File: src/rtl/button_irq_pkg.sv
// Shared constants for the pushbutton interrupt controller: register map,
// CONFIG bit positions and the debounce state encoding.
package button_irq_pkg;

  localparam logic [1:0] ADDR_DATA   = 2'd0;
  localparam logic [1:0] ADDR_MASK   = 2'd1;
  localparam logic [1:0] ADDR_EDGE   = 2'd2;
  localparam logic [1:0] ADDR_CONFIG = 2'd3;

  localparam int CFG_BOTH   = 0;
  localparam int CFG_IRQ_EN = 1;
  localparam int CFG_REPEAT = 2;

  typedef enum logic {
    IDLE  = 1'b0,
    COUNT = 1'b1
  } db_state_t;

endpackage

File: src/rtl/button_debouncer.sv
// One button: 2-flop synchroniser, debounce FSM and edge pulses.
//   state | meaning
//   IDLE  | synchronised level equals stable level, counter held at 0
//   COUNT | level differs from stable, counting consecutive differing cycles
module button_debouncer
  import button_irq_pkg::*;
#(
  parameter int DEBOUNCE_CYCLES = 1000000
) (
  input  logic clk,
  input  logic reset_n,
  input  logic button,
  output logic stable,
  output logic rise_pulse,
  output logic fall_pulse
);

  localparam int CW = $clog2(DEBOUNCE_CYCLES);

  logic          sync0;
  logic          sync1;
  logic [CW-1:0] cnt;
  db_state_t     state;

  always_ff @(posedge clk or negedge reset_n) begin
    if (!reset_n) begin
      sync0      <= 1'b0;
      sync1      <= 1'b0;
      stable     <= 1'b0;
      rise_pulse <= 1'b0;
      fall_pulse <= 1'b0;
      cnt        <= '0;
      state      <= IDLE;
    end else begin
      sync0      <= button;
      sync1      <= sync0;
      rise_pulse <= 1'b0;
      fall_pulse <= 1'b0;
      case (state)
        IDLE: begin
          // The first differing cycle already counts as one.
          if (sync1 != stable) begin
            cnt   <= CW'(1);
            state <= COUNT;
          end else begin
            cnt <= '0;
          end
        end
        COUNT: begin
          if (sync1 == stable) begin
            cnt   <= '0;
            state <= IDLE;
          end else if (cnt == CW'(DEBOUNCE_CYCLES - 1)) begin
            stable     <= sync1;
            rise_pulse <= sync1;
            fall_pulse <= ~sync1;
            cnt        <= '0;
            state      <= IDLE;
          end else begin
            cnt <= cnt + 1'b1;
          end
        end
        default: begin
          cnt   <= '0;
          state <= IDLE;
        end
      endcase
    end
  end

endmodule

File: src/rtl/button_irq_controller.sv
// Pushbutton controller slave: debounced levels, sticky edge capture, masked irq.
// Optional auto-repeat of held buttons when BUTTON_IRQ_AUTOREPEAT_EN is defined.
module button_irq_controller
  import button_irq_pkg::*;
#(
  parameter int NUM_BUTTONS     = 4,
  parameter int DEBOUNCE_CYCLES = 1000000,
  parameter int REPEAT_CYCLES   = 12500000
) (
  input  logic                   clk,
  input  logic                   reset_n,
  input  logic [NUM_BUTTONS-1:0] buttons,
  input  logic [1:0]             avs_address,
  input  logic                   avs_read,
  input  logic                   avs_write,
  input  logic [31:0]            avs_writedata,
  output logic [31:0]            avs_readdata,
  output logic                   irq
);

  localparam int NB = NUM_BUTTONS;

  logic [NB-1:0] stable_v;
  logic [NB-1:0] rise_v;
  logic [NB-1:0] fall_v;
  logic [NB-1:0] event_v;
  logic [NB-1:0] mask_r;
  logic [NB-1:0] edge_r;
  logic [NB-1:0] w1c;
  logic          cfg_both;
  logic          cfg_irq_en;
  logic [31:0]   rd_mux;
  logic          wr_mask;
  logic          wr_cfg;
  logic          unused_wdata;

  for (genvar gi = 0; gi < NB; gi++) begin : g_btn
    button_debouncer #(
      .DEBOUNCE_CYCLES(DEBOUNCE_CYCLES)
    ) u_db (
      .clk       (clk),
      .reset_n   (reset_n),
      .button    (buttons[gi]),
      .stable    (stable_v[gi]),
      .rise_pulse(rise_v[gi]),
      .fall_pulse(fall_v[gi])
    );
  end

`ifdef BUTTON_IRQ_AUTOREPEAT_EN
  localparam int RW = $clog2(REPEAT_CYCLES);

  logic          cfg_repeat;
  logic [NB-1:0] rep_v;

  // The repeat counter free-runs while held; the CONFIG bit only gates the event.
  for (genvar gi = 0; gi < NB; gi++) begin : g_rep
    logic [RW-1:0] rcnt;
    logic          rep_q;

    always_ff @(posedge clk or negedge reset_n) begin
      if (!reset_n) begin
        rcnt  <= '0;
        rep_q <= 1'b0;
      end else begin
        rep_q <= 1'b0;
        if (!stable_v[gi]) begin
          rcnt <= '0;
        end else if (rcnt == RW'(REPEAT_CYCLES - 1)) begin
          rcnt  <= '0;
          rep_q <= cfg_repeat;
        end else begin
          rcnt <= rcnt + 1'b1;
        end
      end
    end

    assign rep_v[gi] = rep_q;
  end
`else
  localparam int unused_repeat_cycles = REPEAT_CYCLES;
`endif

  always_comb begin
    event_v = rise_v | (cfg_both ? fall_v : '0);
`ifdef BUTTON_IRQ_AUTOREPEAT_EN
    event_v = event_v | rep_v;
`endif
  end

  assign wr_mask      = avs_write && (avs_address == ADDR_MASK);
  assign wr_cfg       = avs_write && (avs_address == ADDR_CONFIG);
  assign w1c          = (avs_write && (avs_address == ADDR_EDGE)) ? avs_writedata[NB-1:0] : '0;
  assign unused_wdata = ^avs_writedata;

  always_comb begin
    rd_mux = '0;
    case (avs_address)
      ADDR_DATA:   rd_mux[NB-1:0] = stable_v;
      ADDR_MASK:   rd_mux[NB-1:0] = mask_r;
      ADDR_EDGE:   rd_mux[NB-1:0] = edge_r;
      ADDR_CONFIG: begin
        rd_mux[CFG_BOTH]   = cfg_both;
        rd_mux[CFG_IRQ_EN] = cfg_irq_en;
`ifdef BUTTON_IRQ_AUTOREPEAT_EN
        rd_mux[CFG_REPEAT] = cfg_repeat;
`endif
      end
      default: rd_mux = '0;
    endcase
  end

  // Read data samples pre-write register values; a same-cycle event beats W1C.
  always_ff @(posedge clk or negedge reset_n) begin
    if (!reset_n) begin
      avs_readdata <= '0;
      mask_r       <= '0;
      edge_r       <= '0;
      cfg_both     <= 1'b0;
      cfg_irq_en   <= 1'b0;
`ifdef BUTTON_IRQ_AUTOREPEAT_EN
      cfg_repeat   <= 1'b0;
`endif
      irq          <= 1'b0;
    end else begin
      if (avs_read) avs_readdata <= rd_mux;
      if (wr_mask) mask_r <= avs_writedata[NB-1:0];
      edge_r <= (edge_r & ~w1c) | event_v;
      if (wr_cfg) begin
        cfg_both   <= avs_writedata[CFG_BOTH];
        cfg_irq_en <= avs_writedata[CFG_IRQ_EN];
`ifdef BUTTON_IRQ_AUTOREPEAT_EN
        cfg_repeat <= avs_writedata[CFG_REPEAT];
`endif
      end
      irq <= cfg_irq_en & (|(edge_r & mask_r));
    end
  end

endmodule
File: config.mk
export PLATFORM = sky130hd
export DESIGN_NAME = button_irq_controller
export DESIGN_NICKNAME = d
export VERILOG_FILES = /design/src/rtl/button_irq_pkg.sv /design/src/rtl/button_debouncer.sv /design/src/rtl/button_irq_controller.sv
export SDC_FILE = /design/constraint.sdc
export NUM_CORES = 1
export LEC_CHECK = 0
export ABC_AREA = 1
export ABC_CLOCK_PERIOD_IN_PS = 1800
export CELL_PAD_IN_SITES_DETAIL_PLACEMENT = 0
export CELL_PAD_IN_SITES_GLOBAL_PLACEMENT = 1
export CORE_ASPECT_RATIO = 0.7
export CORE_MARGIN = 2
export CORE_UTILIZATION = 43
export CTS_BUF_LIST = sky130_fd_sc_hd__clkbuf_4 sky130_fd_sc_hd__clkbuf_8
export DETAILED_ROUTE_END_ITERATION = 6
export PLACE_DENSITY_LB_ADDON = 0.1
export RECOVER_POWER = 100
export REMOVE_ABC_BUFFERS = 1
export SKIP_CTS_REPAIR_TIMING = 1
export SYNTH_ARGS = -nofsm -noshare
export SYNTH_HDL_FRONTEND = slang
export SYNTH_SLANG_ARGS = --single-unit
export TNS_END_PERCENT = 50
File: constraint.sdc
create_clock -name clk -period 1.8 [get_ports clk]
set_clock_uncertainty 0.15 [all_clocks]
set_input_delay 0.36 -clock clk [delete_from_list [all_inputs] [get_ports clk]]
set_output_delay 0.36 -clock clk [all_outputs]
set_load 0.1 [all_outputs]
==> flow_metrics.tcl, run 1 <==
set metrics [dict create \
    path_buf_inv 2 \
    path_clk_slew_ps 80 \
    holdPathStages 0 \
    number_of_distinct_standard_cells_referenced_by_the_synthesized_netlist 31 \
    synth_top_area_share_pct 46.4 \
    drc 0 \
    actual_slew_at_the_worst_max_slew_pin_ps 564 \
    postSynth.topFlopCell "dfrtp_1" \
    total_switching_power_mw 1.82 \
    synthTopCellsByCount "nor2_1 (193), nand2_1 (183), dfrtp_1 (119), inv_1 (99), xor2_1 (41)" \
    power.share.clock_pct 38.9 \
    grt_first_pass_wirelength_mm 23.9 \
    critical-path-slowest-cell "dfrtp_1" \
    htree_levels 4 \
    synth.area.top_cells "dfrtp_1 (46%), nor2_1 (11%), nand2_1 (11%), inv_1 (5.8%), xor2_1 (5.6%)" \
    power_per_cell_area_mw_per_mm2 801 \
    crit_chain "ha_1 -> nand2_1 -> inv_1 -> nand2_2 -> nor2_4 -> nand3_2 -> nand2_4 -> buf_12 -> nor2_1" \
    worst_hold_slack_ps 202 \
    globalplace.congestion 0.854 \
    drt_first_iter_violations 266 \
    die_h_um 106 \
    count_of_standard_cell_rows 37 \
    antenna_cells 0 \
    globalRoute.totalOverflow 0 \
    cts.sinks 119 \
    worst_r2r_startpoint "g_btn[2].u_db.cnt[1]$_DFF_PN0_" \
    yosysTopAreaCell "dfrtp_1" \
    placed_wire_length_estimate_mm 10.3 \
    wl_per_cell_um 12.6 \
    crit_type "flop to flop" \
    io_count 75 \
    relSlewSlack_pct 62.4 \
    path_depth 9 \
    synth_seq_area_share_pct 46.4 \
    die_area_mm2 0.0159 \
    critical_path_arrival_ps 1850 \
    floorplan.die.width_um 150 \
    cellLeakagePower_nw 3.28 \
    holdPathEnd "g_btn[0].u_db.sync1$_DFF_PN0_" \
    synth.most_common_cell "nor2_1" \
    clkLatencyLatePin_ps 440 \
    clock-root-buffer "clkbuf_8" \
    timing.hold.worst.start "g_btn[0].u_db.sync0$_DFF_PN0_" \
    crit_family "simple AND/OR/NAND/NOR gates" \
    count_of_input_and_output_buffers 18 \
    syn_inst 826 \
    final_antenna_net_count 0 \
    seq_power_share_pct 48.6 \
    layout-area-overhead-vs-synth_pct 13.1 \
    synth_area_per_cell_um2 7.76 \
    critical_path.endpoint_type "flop" \
    status "complete, no violations" \
    reg2reg_setup_slack_ps 110 \
    num_vias 5149 \
    critical_path.max_stage_delay_ps 370 \
    grt_antenna_before_repair 0 \
    path_max_fanout 12 \
    synthArstFlopShare_pct 100 \
    post-route-min-period_ps 1690 \
    worst_ir_drop_vdd_uv 399 \
    finalWorstSetupSlack_ps 112 \
    post-route-util_pct 49.6 \
    initial_core_util_pct 43.8 \
    post-place-ws_ps -105 \
    worst_r2r_path_depth 9 \
    setup_viol 0 \
    grtUsageTotal_pct 18.9 \
    max-cap-violations 0 \
    tritoncts "done" \
    r2r-end "g_btn[2].u_db.cnt[6]$_DFF_PN0_" \
    ys_seq_elements 119 \
    wl_mm 13.7 \
    placeableCoreArea_mm2 0.0146 \
    combinationalPowerShare_pct 12.5 \
    initial_drt_pass_iterations 5 \
    layout-drive-gt1-share_pct 11.0 \
    fmaxAchievable_mhz 592 \
    critPathLaunch "g_btn[2].u_db.cnt[1]$_DFF_PN0_" \
    number_of_buffers_created_by_cts 17 \
    report.final.hold_viol_count 0 \
    worstSetupStartpointType "flop" \
    hold_class "flop to flop" \
    synth_enable_flop_cells 0 \
    cts-root-to-sink-buffers 2 \
    final_min_period_over_clock_period_pct 93.8 \
    pin_count_of_the_biggest_net_entering_global_routing 41 \
    yosysWarnings 0 \
    rsz0062_at_grt "false" \
    power_switching_share_pct 31.3 \
    nets 927 \
    p_int_mw 3.99 \
    worstPathRequired_ps 1970 \
    drv_slew 0 \
    route.detailed.vias_per_inst 4.73 \
    number_of_global_route_vias_before_repair 4929 \
    syn-cell-area_mm2 0.00641 \
]
-- placed cells by master, fill, tap and decap left out, types with 11 or more instances in the layout --
cell	count
buf_4	11
nand2_1	183
conb_1	28
clkbuf_8	20
nor2_1	190
nand4_1	19
o21ai_0	22
nand3_1	38
nor3_1	12
nor2_2	13
dfrtp_1	119
inv_1	99
xor2_1	41
-- per-layer routing --
metal / vias up / part of all wire, % / global-route usage (%)
met1: 2434 / 53 / 28.3
met2: 82 / 43 / 28.0
met5: - / 0 / 0
met3: 10 / 3.4 / 4.03
met4: 0 / 0.75 / 4.65
li1: 2623 / - / -
-- worst reg2reg max path, delay by kind of cell, from the launching register on --
family        cells  cell delay (ps)
buf+inv           2              310
simple gates      6              560
flops             1              370
fa+ha+maj         1              170
-- final cells by class --
type                    count  area (um^2)
clock buffers              20          275
repair buffers             42          379
multi-input cells         602         2910
fillers                  1489         7380
well taps                 195          244
inverters                  99          372
clock inverters            12         96.3
flip-flops and latches    119         2980
-- worst max path at each step --
stage                                 endpoint  slack, ps
6_report        g_btn[2].u_db.cnt[6]$_DFF_PN0_        110
2_1_floorplan   g_btn[3].u_db.cnt[2]$_DFF_PN0_        170
4_1_cts        g_btn[1].u_db.cnt[16]$_DFF_PN0_         90
3_3_place_gp               edge_r[3]$_DFF_PN0_        -50
3_5_place_dp             mask_r[1]$_DFFE_PN0P_       -110
5_1_grt        g_btn[0].u_db.cnt[19]$_DFF_PN0_        0.7
-- logic make-up (layout without fill, tap and decap cells) --
group / after synthesis / count (layout) / share of synthesized area [%]
adder cells (fa/ha/maj): 4 / 4 / 0.780
buffers and inverters: 132 / 173 / 9.95
other: 1 / 28 / 0.0585
AO/OA/AOI/OAI: 35 / 35 / 2.97
multiplexers: 2 / 2 / 0.351
AND/OR/NAND/NOR: 485 / 485 / 32.9
XOR/XNOR: 48 / 48 / 6.55
flip-flops: 119 / 119 / 46.4
-- power by group through the flow --
stage	Sequential, mW	Combinational (mW)	Clock (mW)
detailed placement	2.89	0.768	0
CTS	2.83	0.770	2.31
floorplan	2.94	0.423	0
finish	2.83	0.727	2.26
global placement	2.88	0.760	0
global route	2.84	0.788	2.44
-- metrics by stage --
stage	total power, mW	TNS, ps	instance area, um^2	std cells
CTS	5.91	0	7320	1087
global placement	3.64	-241	6950	1055
global route	6.07	0	7250	1089
finish	5.81	0	7250	1089
detailed placement	3.65	-674	6950	1055
floorplan	3.37	0	6250	820
-- state kept, by name, indices dropped and copies added (netlist names) --
signal                 count
avs_readdata               4
cfg_both                   1
cfg_irq_en                 1
edge_r                     4
g_btn.u_db.cnt            80
g_btn.u_db.fall_pulse      4
g_btn.u_db.rise_pulse      4
g_btn.u_db.stable          4
g_btn.u_db.state           4
g_btn.u_db.sync0           4
g_btn.u_db.sync1           4
irq                        1
mask_r                     4
(Power assumes the default switching activity.)
==> run 2: changes to the inputs <==
CORE_UTILIZATION = 42   (was 43)
CTS_BUF_LIST = sky130_fd_sc_hd__clkbuf_16   (was sky130_fd_sc_hd__clkbuf_4 sky130_fd_sc_hd__clkbuf_8)
==> flow_metrics.tcl, run 2 (synthesized netlist as in run 1, its figures left out) <==
set metrics [dict create \
    status "complete, no violations" \
    post-route-min-period_ps 1660 \
    path_depth 7 \
    n_fill_cell 1419 \
    count_of_input_and_output_buffers 18 \
    critical_path.endpoint_type "flop" \
    grtUsageTotal_pct 18.7 \
    drc 0 \
    r2r-end "g_btn[0].u_db.cnt[14]$_DFF_PN0_" \
    pin_count_of_the_biggest_net_entering_global_routing 40 \
    clkLatencyLatePin_ps 410 \
    layout.cells.most_common_list "nor2_1 (191), nand2_1 (183), dfrtp_1 (119), inv_1 (98), xor2_1 (41)" \
    timing.hold.worst.start "g_btn[0].u_db.sync0$_DFF_PN0_" \
    reg2reg_setup_slack_ps 140 \
    crit_chain "ha_1 -> nand2_2 -> nor3_4 -> nand3_2 -> nand2_4 -> clkbuf_4 -> nor2_1" \
    final_min_period_over_clock_period_pct 92.1 \
    drv_slew 0 \
    cellLeakagePower_nw 3.40 \
    critPathLaunch "g_btn[0].u_db.cnt[0]$_DFF_PN0_" \
    cts-root-to-sink-buffers 2 \
    path_max_fanout 14 \
    relSlewSlack_pct 57.3 \
    grt_first_pass_wirelength_mm 23.8 \
    worst_r2r_startpoint "g_btn[0].u_db.cnt[0]$_DFF_PN0_" \
    fmaxAchievable_mhz 603 \
    timing.critical_path.to "g_btn[0].u_db.cnt[14]$_DFF_PN0_" \
    num_vias 5181 \
    path_clk_slew_ps 60 \
    placed_wire_length_estimate_mm 10.4 \
    initial_drt_pass_iterations 5 \
    initial_core_util_pct 43.3 \
    finalWorstSetupSlack_ps 143 \
    number_of_buffers_created_by_cts 17 \
    rsz0062_at_grt "false" \
    htree_levels 4 \
    layout-area-overhead-vs-synth_pct 16.9 \
    globalplace.congestion 0.845 \
    grt_antenna_before_repair 0 \
    crit_type "flop to flop" \
    nets 928 \
    worst_ir_drop_vdd_uv 666 \
    max-cap-violations 0 \
    actual_slew_at_the_worst_max_slew_pin_ps 641 \
    io_count 75 \
    wl_per_cell_um 12.7 \
    globalRoute.totalOverflow 0 \
    p_total_mw 7.10 \
    crit_family "simple AND/OR/NAND/NOR gates" \
    post-place-ws_ps -32.8 \
    critical_path.max_stage_delay_ps 390 \
    globalRouteMet2Util_pct 26.2 \
    cts.sinks 119 \
    path_buf_inv 1 \
    report.final.hold_viol_count 0 \
    number_of_global_route_vias_before_repair 4922 \
    hold_class "flop to flop" \
    worstPathRequired_ps 1950 \
    tritoncts "done" \
    count_of_standard_cell_rows 37 \
    critical_path_arrival_ps 1810 \
    gr-usage-met1_pct 29.0 \
    worstSetupStartpointType "flop" \
    worst_r2r_path_depth 7 \
    largest_reg_flops 80 \
    top_usage_layer "met1" \
    grtUsageMet3_pct 3.39 \
    wl_mm 13.8 \
    registers.top_by_ff_count "g_btn.u_db.cnt" \
    clock-root-buffer "clkbuf_16" \
    layout_commonest_cell "nor2_1" \
    final_antenna_net_count 0 \
    critical-path-slowest-cell "dfrtp_1" \
    antenna_cells 0 \
    drt_first_iter_violations 381 \
    layout-drive-gt1-share_pct 10.5 \
    power_per_cell_area_mw_per_mm2 947 \
    die_h_um 107 \
    die_area_mm2 0.0163 \
    route.detailed.vias_per_inst 4.76 \
    floorplan.die.width_um 152 \
    setup_viol 0 \
    placeableCoreArea_mm2 0.0148 \
]
run 2: worst reg2reg max path, stage by stage, from the launching register on:
cell      delay (ps)
dfrtp_1          390
ha_1             190
nand2_2          110
nor3_4           210
nand3_2          110
nand2_4          170
clkbuf_4         170
nor2_1            40
run 2: metal layers:
metal,routed length (um),part of all wire (%),vias to the layer above
met5,0,0,-
met4,215,1.6,0
met3,636,4.6,21
met2,5650,41,128
met1,7350,53,2411
li1,-,-,2621
run 2: metrics by stage:
stage               TNS (ps)  hold slack [ps]  cell area [um^2]  instances  util, %
finish                     0              201              7490       1089     50.6
global route               0              212              7490       1089     50.6
CTS                        0             -310              7560       1088     51.0
detailed placement     -59.3              136              6950       1057     46.9
global placement           0              137              6950       1057     46.9
floorplan                  0            -85.6              6250        820        -
run 2: report_power, final:
part	switching [mW]	internal, mW	leakage, nW
combinational	0.570	0.160	1.49
sequential	0.0712	2.76	1.62
clock	1.24	2.29	0.294
run 2: layout make-up:
cell class,count,area [um^2],area share [%]
sequential,119,2980,39.7
multi-input combinational,602,2900,38.7
clock inverter,14,184,2.45
timing repair buffer,43,393,5.24
inverter,99,372,4.96
clock buffer,17,425,5.68
tap,195,244,3.26
run 2: how the worst min path moves through the flow:
stage | end | slack (ps) | cells past startpoint
floorplan | avs_readdata[0]$_DFFE_PN0P_ | -90 | 0
global route | g_btn[2].u_db.sync1$_DFF_PN0_ | 210 | 0
CTS | g_btn[3].u_db.cnt[13]$_DFF_PN0_ | -310 | 1
finish | g_btn[0].u_db.sync1$_DFF_PN0_ | 200 | 0
detailed placement | g_btn[3].u_db.cnt[13]$_DFF_PN0_ | 140 | 1
global placement | g_btn[3].u_db.cnt[13]$_DFF_PN0_ | 140 | 1
